**config.mk**
```make
export PLATFORM = sky130hd
export DESIGN_NAME = router_pkt_fifo
export DESIGN_NICKNAME = d
export VERILOG_FILES = /design/src/rtl/router_pkt_fifo.sv
export SDC_FILE = /design/constraint.sdc
export NUM_CORES = 1
export LEC_CHECK = 0
export ABC_AREA = 0
export CORE_ASPECT_RATIO = 0.75
export CORE_MARGIN = 5
export CORE_UTILIZATION = 45
export DETAILED_ROUTE_END_ITERATION = 10
export PLACE_DENSITY = 0.6
export SLEW_MARGIN = 20
export SYNTH_ARGS = -nofsm -noshare
export SYNTH_HDL_FRONTEND = slang
export SYNTH_SLANG_ARGS = --single-unit
export TNS_END_PERCENT = 1
```
**constraint.sdc**
```tcl
create_clock -name clock -period 4.1 [get_ports clock]
set_input_delay 0.82 -clock clock [delete_from_list [all_inputs] [get_ports clock]]
set_output_delay 0.82 -clock clock [all_outputs]
set_load 0.01 [all_outputs]
```
**src/rtl/router_pkt_fifo.sv**
```systemverilog
`default_nettype none
// ============================================================================
// Module   : router_pkt_fifo
// Purpose  : Packet-aware synchronous FIFO for a router output channel.
//            Each entry stores {sop_tag, data}. The read side tracks how many
//            words of the current packet remain. It marks the final (parity)
//            word and keeps occupancy, stored-packet count, an almost-full
//            threshold and sticky overflow/underflow error flags.
// Ports    : clock, resetn (sync, active-low), soft_reset (sync flush)
//            write_enb, lfd_state, data_in        - write side
//            read_enb, data_out, data_out_sop,
//            data_out_last, rd_remaining          - read side
//            full, empty, almost_full, count,
//            pkt_count, ovf_err, udf_err          - status
// Revision : 1.0 - initial release
// ============================================================================
module router_pkt_fifo #(
    parameter int DATA_W    = 8,
    parameter int DEPTH     = 16,
    parameter int LEN_LSB   = 2,
    parameter int LEN_W     = 6,
    parameter int AF_MARGIN = 2
) (
    input  logic                     clock,
    input  logic                     resetn,
    input  logic                     soft_reset,
    input  logic                     write_enb,
    input  logic                     read_enb,
    input  logic                     lfd_state,
    input  logic [DATA_W-1:0]        data_in,
    output logic [DATA_W-1:0]        data_out,
    output logic                     data_out_sop,
    output logic                     data_out_last,
    output logic                     full,
    output logic                     empty,
    output logic                     almost_full,
    output logic [$clog2(DEPTH):0]   count,
    output logic [$clog2(DEPTH):0]   pkt_count,
    output logic [LEN_W:0]           rd_remaining,
    output logic                     ovf_err,
    output logic                     udf_err
);

    localparam int ADDR_W = $clog2(DEPTH);

    localparam logic [ADDR_W:0] c_PTR_ONE   = (ADDR_W+1)'(1);
    localparam logic [ADDR_W:0] c_AF_THRESH = (ADDR_W+1)'(DEPTH - AF_MARGIN);
    localparam logic [LEN_W:0]  c_REM_ONE   = (LEN_W+1)'(1);

    // Entry layout: bit DATA_W is the SOP tag, the rest is the data word.
    logic [DATA_W:0]   r_mem [0:DEPTH-1];

    // One extra pointer bit distinguishes full from empty when the
    // address bits coincide.
    logic [ADDR_W:0]   r_wr_ptr;
    logic [ADDR_W:0]   r_rd_ptr;

    logic              w_wr_acc;
    logic              w_rd_acc;
    logic [DATA_W:0]   w_rd_entry;
    logic              w_rd_tag;
    logic [LEN_W-1:0]  w_hdr_len;
    logic              w_pkt_inc;
    logic              w_pkt_dec;
    logic              w_flush;

    assign full        = (r_wr_ptr[ADDR_W-1:0] == r_rd_ptr[ADDR_W-1:0]) &&
                         (r_wr_ptr[ADDR_W] != r_rd_ptr[ADDR_W]);
    assign empty       = (r_wr_ptr == r_rd_ptr);
    assign count       = r_wr_ptr - r_rd_ptr;
    assign almost_full = (count >= c_AF_THRESH);

    assign w_flush     = !resetn || soft_reset;
    assign w_wr_acc    = write_enb && !full;
    assign w_rd_acc    = read_enb && !empty;
    assign w_rd_entry  = r_mem[r_rd_ptr[ADDR_W-1:0]];
    assign w_rd_tag    = w_rd_entry[DATA_W];
    assign w_hdr_len   = w_rd_entry[LEN_LSB +: LEN_W];
    assign w_pkt_inc   = w_wr_acc && lfd_state;
    assign w_pkt_dec   = w_rd_acc && w_rd_tag;

    // Storage has no reset; stale contents are never visible because the
    // pointers are cleared.
    always_ff @(posedge clock) begin
        if (!w_flush && w_wr_acc) begin
            r_mem[r_wr_ptr[ADDR_W-1:0]] <= {lfd_state, data_in};
        end
    end

    always_ff @(posedge clock) begin
        if (w_flush) begin
            r_wr_ptr      <= '0;
            r_rd_ptr      <= '0;
            pkt_count     <= '0;
            rd_remaining  <= '0;
            data_out      <= '0;
            data_out_sop  <= 1'b0;
            data_out_last <= 1'b0;
            ovf_err       <= 1'b0;
            udf_err       <= 1'b0;
        end else begin
            if (w_wr_acc) begin
                r_wr_ptr <= r_wr_ptr + c_PTR_ONE;
            end

            if (w_rd_acc) begin
                r_rd_ptr      <= r_rd_ptr + c_PTR_ONE;
                data_out      <= w_rd_entry[DATA_W-1:0];
                data_out_sop  <= w_rd_tag;
                // The last word is the one read while exactly one word of
                // the packet was still outstanding.
                data_out_last <= !w_rd_tag && (rd_remaining == c_REM_ONE);
                if (w_rd_tag) begin
                    // The header length covers the payload only; +1 adds parity.
                    rd_remaining <= {1'b0, w_hdr_len} + c_REM_ONE;
                end else if (rd_remaining != '0) begin
                    rd_remaining <= rd_remaining - c_REM_ONE;
                end
            end

            if (w_pkt_inc && !w_pkt_dec) begin
                pkt_count <= pkt_count + c_PTR_ONE;
            end else if (!w_pkt_inc && w_pkt_dec) begin
                pkt_count <= pkt_count - c_PTR_ONE;
            end

            if (write_enb && full) begin
                ovf_err <= 1'b1;
            end
            if (read_enb && empty) begin
                udf_err <= 1'b1;
            end
        end
    end

endmodule
`default_nettype wire
```
Word-level counts from Yosys, hierarchy flattened

Memories as Yosys holds them, arrays and structs flattened. A register that Yosys moved wholly into a read port is not among the register bits.
Index checks and enable logic that the tools add are counted.

Register bits after elaboration: 34
Bits in writable memories: 144
Bits of input ports: 14
Output and inout bits: 32
Memories kept: 1

Memories:

| name  | depth | width | read ports | clocked after Yosys merged registers in | wr ports | line | text |
|---|---|---|---|---|---|---|---|
| r_mem | 16    | 9     | 1          | 1                                       | 1        | 51   | `logic [DATA_W:0] r_mem [0:DEPTH-1];` |

Add/subtract/negate cells: 7
$lt $le $gt $ge: 1
Equal/unequal tests: 4
Multiplexer cells: 8
Reductions and logical operators: 23

Operator list:

| cell                                                                                | number |
|---|---|
| 5-bit by 1-bit adder with 5-bit output, second input constant                       | 3 |
| 7-bit 2-to-1 mux                                                                    | 2 |
| 1-bit logical AND                                                                   | 11 |
| 5-bit 2-to-1 mux                                                                    | 2 |
| 4-bit 2-to-1 mux                                                                    | 2 |
| 6-bit by 1-bit adder with 7-bit output, second input constant                       | 1 |
| 7-bit by 1-bit equality test with 1-bit output, second input constant               | 1 |
| 1-bit zero test                                                                     | 7 |
| 7-bit nonzero test                                                                  | 1 |
| 7-bit by 1-bit subtractor with 7-bit output, second input constant                  | 1 |
| 5-bit equality test                                                                 | 1 |
| 5-bit by 4-bit greater-or-equal comparator with 1-bit output, second input constant | 1 |
| 5-bit by 1-bit subtractor with 5-bit output, second input constant                  | 1 |
| 5-bit subtractor                                                                    | 1 |
| 4-bit equality test                                                                 | 1 |
| 2-bit nonzero test                                                                  | 2 |
| 1-bit 2-to-1 mux                                                                    | 2 |
| 2-bit AND reduction                                                                 | 1 |
| 1-bit logical OR                                                                    | 1 |
| 1-bit != test                                                                       | 1 |

Depth between registers and ports, before layout

Gate-level depths: netlist (run 1).

Depth after elaboration: 9
Mapped depth: 17

Worst setup path before layout (run 1)

No wires, ideal clock.

Path kind: register to register
Start: register with a tool-made name
End: register pkt_count[4]
Data arrival time: 3.217 ns
Required time: 3.972 ns
Path slack: 0.755 ns
Cell stages (with the launch flop): 15
Buffers on the path: 1
Cell sequence: dfxtp_1 -> clkbuf_1 -> mux4_2 -> mux4_2 -> and2_1 -> inv_2 -> ha_1 -> inv_1 -> ha_1 -> nor2b_1 -> o21a_1 -> or3_1 -> a21oi_1 -> xnor2_1 -> nor2_1

RTL lines:

| item                 | line | text |
|---|---|---|
| end signal, assigned | 122  | `pkt_count <= pkt_count + c_PTR_ONE;` |
| end signal, assigned | 124  | `pkt_count <= pkt_count - c_PTR_ONE;` |
| end, declared        | 38   | `output logic [$clog2(DEPTH):0] pkt_count,` |

==> results of run 1 <==
[metal layers]
metal	vias to the layer above	share of wire (%)	track usage, %
met5	-	0	0
met1	2233	48	26.61
met2	102	47	26.79
met4	0	1.2	6.020
li1	1949	-	-
met3	17	4.7	3.788
[worst max-delay path, delay by kind of cell, from the launching register on]
family,cells,cell delay (ns)
AOI/OAI and AO/OA,2,0.36
DFF,1,0.51
muxes,2,1.07
adders and majority gates,2,0.54
xor gates and xnor gates,1,0.13
and+or+nand+nor,4,0.75
buffers and inverters,2,0.24
[per-stage QoR]
step	power [mW]	std cells	hold WS (ns)	worst slack, ns
2_1_floorplan	2.133	474	0.4697	0.7553
3_3_place_gp	2.202	731	0.4488	0.4418
3_5_place_dp	2.206	731	0.4543	0.3901
6_report	3.715	763	0.4622	0.3632
5_1_grt	3.842	763	0.4836	0.1537
4_1_cts	3.747	763	0.4641	0.3561
[power by group]
| part | internal (mW) | switching [mW] | total (mW) | leakage, nW |
|---|---|---|---|---|
| combinational | 0.0700 | 0.0902 | 0.160 | 1.01 |
| sequential | 2.00 | 0.00806 | 2.01 | 1.60 |
| clock | 0.880 | 0.669 | 1.55 | 0.276 |
[state kept, by name (all words and copies together) (netlist names), named ones only]
| name | flops |
|---|---|
| data_out | 8 |
| data_out_last | 1 |
| data_out_sop | 1 |
| ovf_err | 1 |
| pkt_count | 5 |
| r_mem | 144 |
| r_rd_ptr | 5 |
| r_wr_ptr | 5 |
| rd_remaining | 7 |
| udf_err | 1 |
[worst max-delay path by stage]
stage | startpoint | to | slack, ns | depth (start not counted)
floorplan | flip-flop | pkt_count[4]$_SDFFE_PP0P_ | 0.76 | 14
global placement | flip-flop | pkt_count[4]$_SDFFE_PP0P_ | 0.44 | 13
detailed placement | flip-flop | pkt_count[4]$_SDFFE_PP0P_ | 0.39 | 13
CTS | flip-flop | pkt_count[4]$_SDFFE_PP0P_ | 0.36 | 13
global route | flip-flop | pkt_count[4]$_SDFFE_PP0P_ | 0.15 | 13
finish | flip-flop | pkt_count[4]$_SDFFE_PP0P_ | 0.36 | 13
[cell type report]
cell class,count,area share [%]
Clock inverter,7,0.4819
Inverter,13,0.5528
Timing Repair Buffer,69,7.144
Sequential cell,182,57.62
Clock buffer,25,5.868
Multi-Input combinational cell,257,25.36
Tap cell,210,2.977
[cell usage in the layout, fill, tap and decap left out, types with 3 or more instances in the layout]
| cell | count |
|---|---|
| o31ai_1 | 3 |
| ha_1 | 16 |
| o21ai_0 | 4 |
| or3_1 | 3 |
| nor2b_1 | 9 |
| nor4_1 | 3 |
| xor2_1 | 12 |
| mux4_2 | 39 |
| nor2_1 | 38 |
| edfxtp_1 | 144 |
| o21ai_1 | 5 |
| dfxtp_1 | 37 |
| buf_4 | 24 |
| inv_1 | 12 |
| a21oi_1 | 27 |
| nand4_1 | 5 |
| nand2_1 | 37 |
| xnor2_1 | 6 |
| a22oi_1 | 12 |
| clkbuf_16 | 19 |
| nor3_1 | 7 |
| a21o_1 | 3 |
| clkbuf_1 | 4 |
| nand2b_1 | 3 |
| clkdlybuf4s50_1 | 45 |
| and2_1 | 5 |
[logic make-up (layout without fill, tap and decap cells)]
family          after synthesis  count (layout)  share of synthesized area, %
mux                          41              41                         12.01
compound gates               62              62                         5.135
flops                       182             182                         67.98
xor+xnor                     18              18                         2.108
fa+ha+maj                    18              18                         3.212
simple gates                118             118                         7.410
buf+inv                      35             114                         2.141
==> results_dict.tcl, run 1 <==
set metrics [dict create \
    start_kind "flip-flop" \
    layout-drive-gt1-share_pct 17.36 \
    min_period_over_period_pct 91.14 \
    netlist.area_leader.share_pct 57.81 \
    setup_viol 0 \
    setup-tns-final_ns 0 \
    die_area_um2 19330 \
    skew_ns 0.008576 \
    clock_latency_ns 0.42 \
    syn_nets 506 \
    slew_violations 0 \
    grt_max_degree 33 \
    finalCriticalPeriod_ns 3.737 \
    vias 4301 \
    synth_seq_cells 182 \
    cts_tree "yes" \
    synth.largest_area_cell "edfxtp_1" \
    crit_type "reg -> reg" \
    hold_path_end "data_out[6]$_SDFFE_PP0P_" \
    place.gp.congestion 0.7907 \
    crit_arrival_ns 4.03 \
    wl_per_cell_um 22.10 \
    yosys_warnings 0 \
    numPortBuffers 45 \
    synth-edff-count 144 \
    yosysMostFrequentCell "edfxtp_1" \
    max-cap-violations 0 \
    syn_inst 474 \
    drt-vias-per-instance 5.637 \
    cp_max_fo 9 \
    powerDensity_nw_per_um2 420.9 \
    antenna_found_initial 0 \
    cts_buffer_depth 2 \
    slowest_delay_ns 0.55 \
    ys_seq_area_share_pct 67.98 \
    start_util_pct 46.27 \
    outcome "finished clean" \
    max_slew_margin_pct 51.45 \
    grt_pass1_wl_um 25810 \
    cts_resized 0 \
    yosysUniqueCellTypes 42 \
    regToRegEndpoint "pkt_count[4]$_SDFFE_PP0P_" \
    cts_sinks 182 \
    avgSynthCellArea_um2 15.78 \
    critPathRequiredTime_ns 4.40 \
    fin_util_pct 54.61 \
    n_antenna_cell 0 \
    tightest_slew_ns 0.7268 \
    r2r_slack_ns 0.36 \
    rsz0062_at_grt "false" \
    hold_depth 2 \
    cts_root_buf "clkbuf_16" \
    max-vdd-ir-drop_v 0.0002838 \
    num_rows 40 \
    grt-ovfl-total 0 \
    hold_class "reg -> reg" \
    cellLeakagePower_nw 2.890 \
    grt_util_all_layers_pct 17.99 \
    rr_worst_depth 13 \
    maxClockFrequency_mhz 267.6 \
    nFillCells 1282 \
    synth_area_um2 7480 \
    firstDrtPassIters 5 \
    numCtsBuffers 17 \
    path_cells "mux4_2, mux4_2, and2_1, inv_2, ha_1, inv_1, ha_1, nor2b_1, o21a_1, or3_1, a21oi_1, xnor2_1, nor2_1" \
    dr.first_iter.drc_count 563 \
    cts_htree_levels 4 \
    ant_nets 0 \
    grt_pass1_vias 4233 \
    coreArea_um2 16170 \
    post-cts-setup-buffers 0 \
    drc 0 \
    area_delta_synth_final_pct 18.02 \
    die_h_um 121.7 \
    place_area_um2 8263 \
    clk_pin_slew_worst_paths_ns 0.07 \
    endpoint_kind "flip-flop" \
    multi_input_area_um2 2238 \
    synthTopCellsByCount "144 x edfxtp_1, 39 x mux4_2, 38 x dfxtp_1, 38 x nor2_1, 37 x nand2_1" \
    final-seq-area_um2 5086 \
    min_from "data_out[6]$_SDFFE_PP0P_" \
    final_cell_area_um2 8827 \
    ys_top_cells_by_area "edfxtp_1 58%, mux4_2 12%, dfxtp_1 10%" \
    synthArstFlopShare_pct 0 \
    hold_violations 0 \
    synth-main-ff-cell "edfxtp_1" \
    drt_wl_total_um 16860 \
    num_io_pins 46 \
    ctsHoldBuffers 0 \
    crit_path_top_delay_cell "mux4_2" \
    die_width_um 158.9 \
    nets 572 \
    hpwl_um 10830 \
]
(Power assumes the default switching activity.)
==> run 2, diff against run 1 <==
--- a/config.mk
+++ b/config.mk
@@ -5,7 +5,6 @@
 export SDC_FILE = /design/constraint.sdc
 export NUM_CORES = 1
 export LEC_CHECK = 0
-export ABC_AREA = 0
 export CORE_ASPECT_RATIO = 0.75
 export CORE_MARGIN = 5
 export CORE_UTILIZATION = 45
==> results of run 2 <==
The final DEF is identical to that of run 1; final timing and power are the same.
==> run 3, diff against run 2 <==
--- a/config.mk
+++ b/config.mk
@@ -9,6 +9,7 @@
 export CORE_MARGIN = 5
 export CORE_UTILIZATION = 45
 export DETAILED_ROUTE_END_ITERATION = 10
+export GPL_TIMING_DRIVEN = 0
 export PLACE_DENSITY = 0.6
 export SLEW_MARGIN = 20
 export SYNTH_ARGS = -nofsm -noshare
==> run 3 against run 2 <==
Global-route usage fell by 0.14 points. Register-to-register slack got worse by 0.06 ns. Sequential share of layout area fell by 0.74 points. Flip-flop and latch count did not move. Non-clock buffer count rose by 1. Critical path type unchanged. Largest cell class unchanged. Highest routed layer unchanged.
==> results_dict.tcl, run 3 (synthesis results as in run 1) <==
set metrics [dict create \
    antenna_found_initial 0 \
    cp_max_fo 10 \
    firstDrtPassIters 5 \
    min_period_over_period_pct 92.70 \
    ant_nets 0 \
    cp_top_family "multiplexers" \
    start_util_pct 46.27 \
    drt-vias-per-instance 5.677 \
    cts_root_buf "clkbuf_16" \
    wl_per_cell_um 22.45 \
    cts_buffer_depth 2 \
    fin_ws_ns 0.2995 \
    final_common_cell "edfxtp_1" \
    endpoint_kind "flip-flop" \
    drt_wl_total_um 17150 \
    slowest_delay_ns 0.66 \
    grt_pass1_wl_um 25520 \
    hold_class "reg -> reg" \
    dr_wl_met3_um 1181 \
    skew_ns 0.008387 \
    max-cap-violations 0 \
    cts_resized 0 \
    grt_util_all_layers_pct 17.85 \
    outcome "finished clean" \
    setup_viol 0 \
    most-common-layout-cells "144 x edfxtp_1, 45 x clkdlybuf4s50_1, 39 x mux4_2, 38 x dfxtp_1, 37 x nand2_1" \
    path_buf_inv 2 \
    cts_tree "yes" \
    n_antenna_cell 0 \
    max_slew_margin_pct 21.70 \
    placedCellCount 733 \
    area_delta_synth_final_pct 19.52 \
    num_rows 40 \
    max-vdd-ir-drop_v 0.0002797 \
    met1_length_um 7694 \
    vias 4337 \
    critPathRequiredTime_ns 4.40 \
    path_cells "mux4_2, mux4_2, and2_1, inv_2, ha_1, inv_1, ha_1, nor2b_1, o21a_1, or3_1, a21oi_1, xnor2_1, nor2_1" \
    powerDensity_nw_per_um2 450.6 \
    cts_htree_levels 4 \
    grt_max_degree 18 \
    place.gp.congestion 0.7919 \
    coreArea_um2 16170 \
    die_area_um2 19330 \
    slew_violations 0 \
    numPortBuffers 45 \
    largest_reg_flops 144 \
    num_io_pins 46 \
    setup-tns-final_ns 0 \
    clock_latency_ns 0.43 \
    grt_pass1_vias 4285 \
    nets 573 \
    dr.first_iter.drc_count 312 \
    maxClockFrequency_mhz 263.1 \
    cellLeakagePower_nw 2.903 \
    crit_path_top_delay_cell "dfxtp_1" \
    final_cell_area_um2 8940 \
    hold_violations 0 \
    fin_cells 764 \
    place_area_um2 8260 \
    rsz0062_at_grt "false" \
    hpwl_um 11530 \
    crit_arrival_ns 4.11 \
    wl_met2_um 8100 \
    post-cts-setup-buffers 0 \
    die_width_um 158.9 \
    clk_pin_slew_worst_paths_ns 0.07 \
    tightest_slew_ns 1.170 \
    start_kind "flip-flop" \
    finalCriticalPeriod_ns 3.801 \
    layout-drive-gt1-share_pct 17.15 \
    ctsHoldBuffers 0 \
    die_h_um 121.7 \
    grt-ovfl-total 0 \
    top_layer_used "met4" \
    drc 0 \
    cts_sinks 182 \
    numCtsBuffers 17 \
    dp_slack_ns 0.1416 \
    crit_type "reg -> reg" \
]
==> run 3: layout make-up <==
class | count | area, um2
fillers | 1277 | 7226
flip-flops and latches | 182 | 5085
multi-input cells | 257 | 2270
repair buffers | 49 | 488.0
clock buffers | 18 | 429.2
well taps | 210 | 262.8
clock inverters | 14 | 249.0
plain buffers | 21 | 107.6
inverters | 13 | 48.80
==> run 3: final timing paths <==
check             cells past startpoint                   endpoint  slack [ns]                     start
setup / recovery                     13  pkt_count[4]$_SDFFE_PP0P_        0.30                 flip-flop
hold / removal                        2   data_out[6]$_SDFFE_PP0P_        0.46  data_out[6]$_SDFFE_PP0P_
hold reg to reg                       2   data_out[6]$_SDFFE_PP0P_        0.46  data_out[6]$_SDFFE_PP0P_
setup reg to reg                     13  pkt_count[4]$_SDFFE_PP0P_        0.30                 flip-flop
==> run 3: worst register-to-register path: stages (launching register included) <==
cell,delay [ns]
dfxtp_1,0.66
mux4_2,0.40
mux4_2,0.60
and2_1,0.23
inv_2,0.14
ha_1,0.24
inv_1,0.10
ha_1,0.31
nor2b_1,0.16
o21a_1,0.17
or3_1,0.31
a21oi_1,0.19
xnor2_1,0.14
nor2_1,0.05
==> run 3: stage by stage <==
| stage | hold slack, ns | util (%) | power, mW |
|---|---|---|---|
| after floorplan | 0.4697 | - | 2.133 |
| after global placement | 0.4493 | 50.68 | 2.204 |
| after detailed placement | 0.4488 | 51.10 | 2.210 |
| after CTS | 0.4606 | 55.29 | 4.055 |
| after global routing | 0.4853 | 55.30 | 4.163 |
| final | 0.4566 | 55.30 | 4.029 |
==> run 3: routing by layer <==
metal  global-route usage (%)  up-vias
li1                         -     1952
met3                    5.005       17
met1                    24.77     2236
met2                    27.66      132
met4                    5.647        0
met5                        0        -
==> run 3: report_power, final <==
group	switching, mW	internal (mW)	total (mW)
Sequential	0.00678	2.00	2.00
Combinational	0.0954	0.0696	0.165
Clock	0.707	1.15	1.86
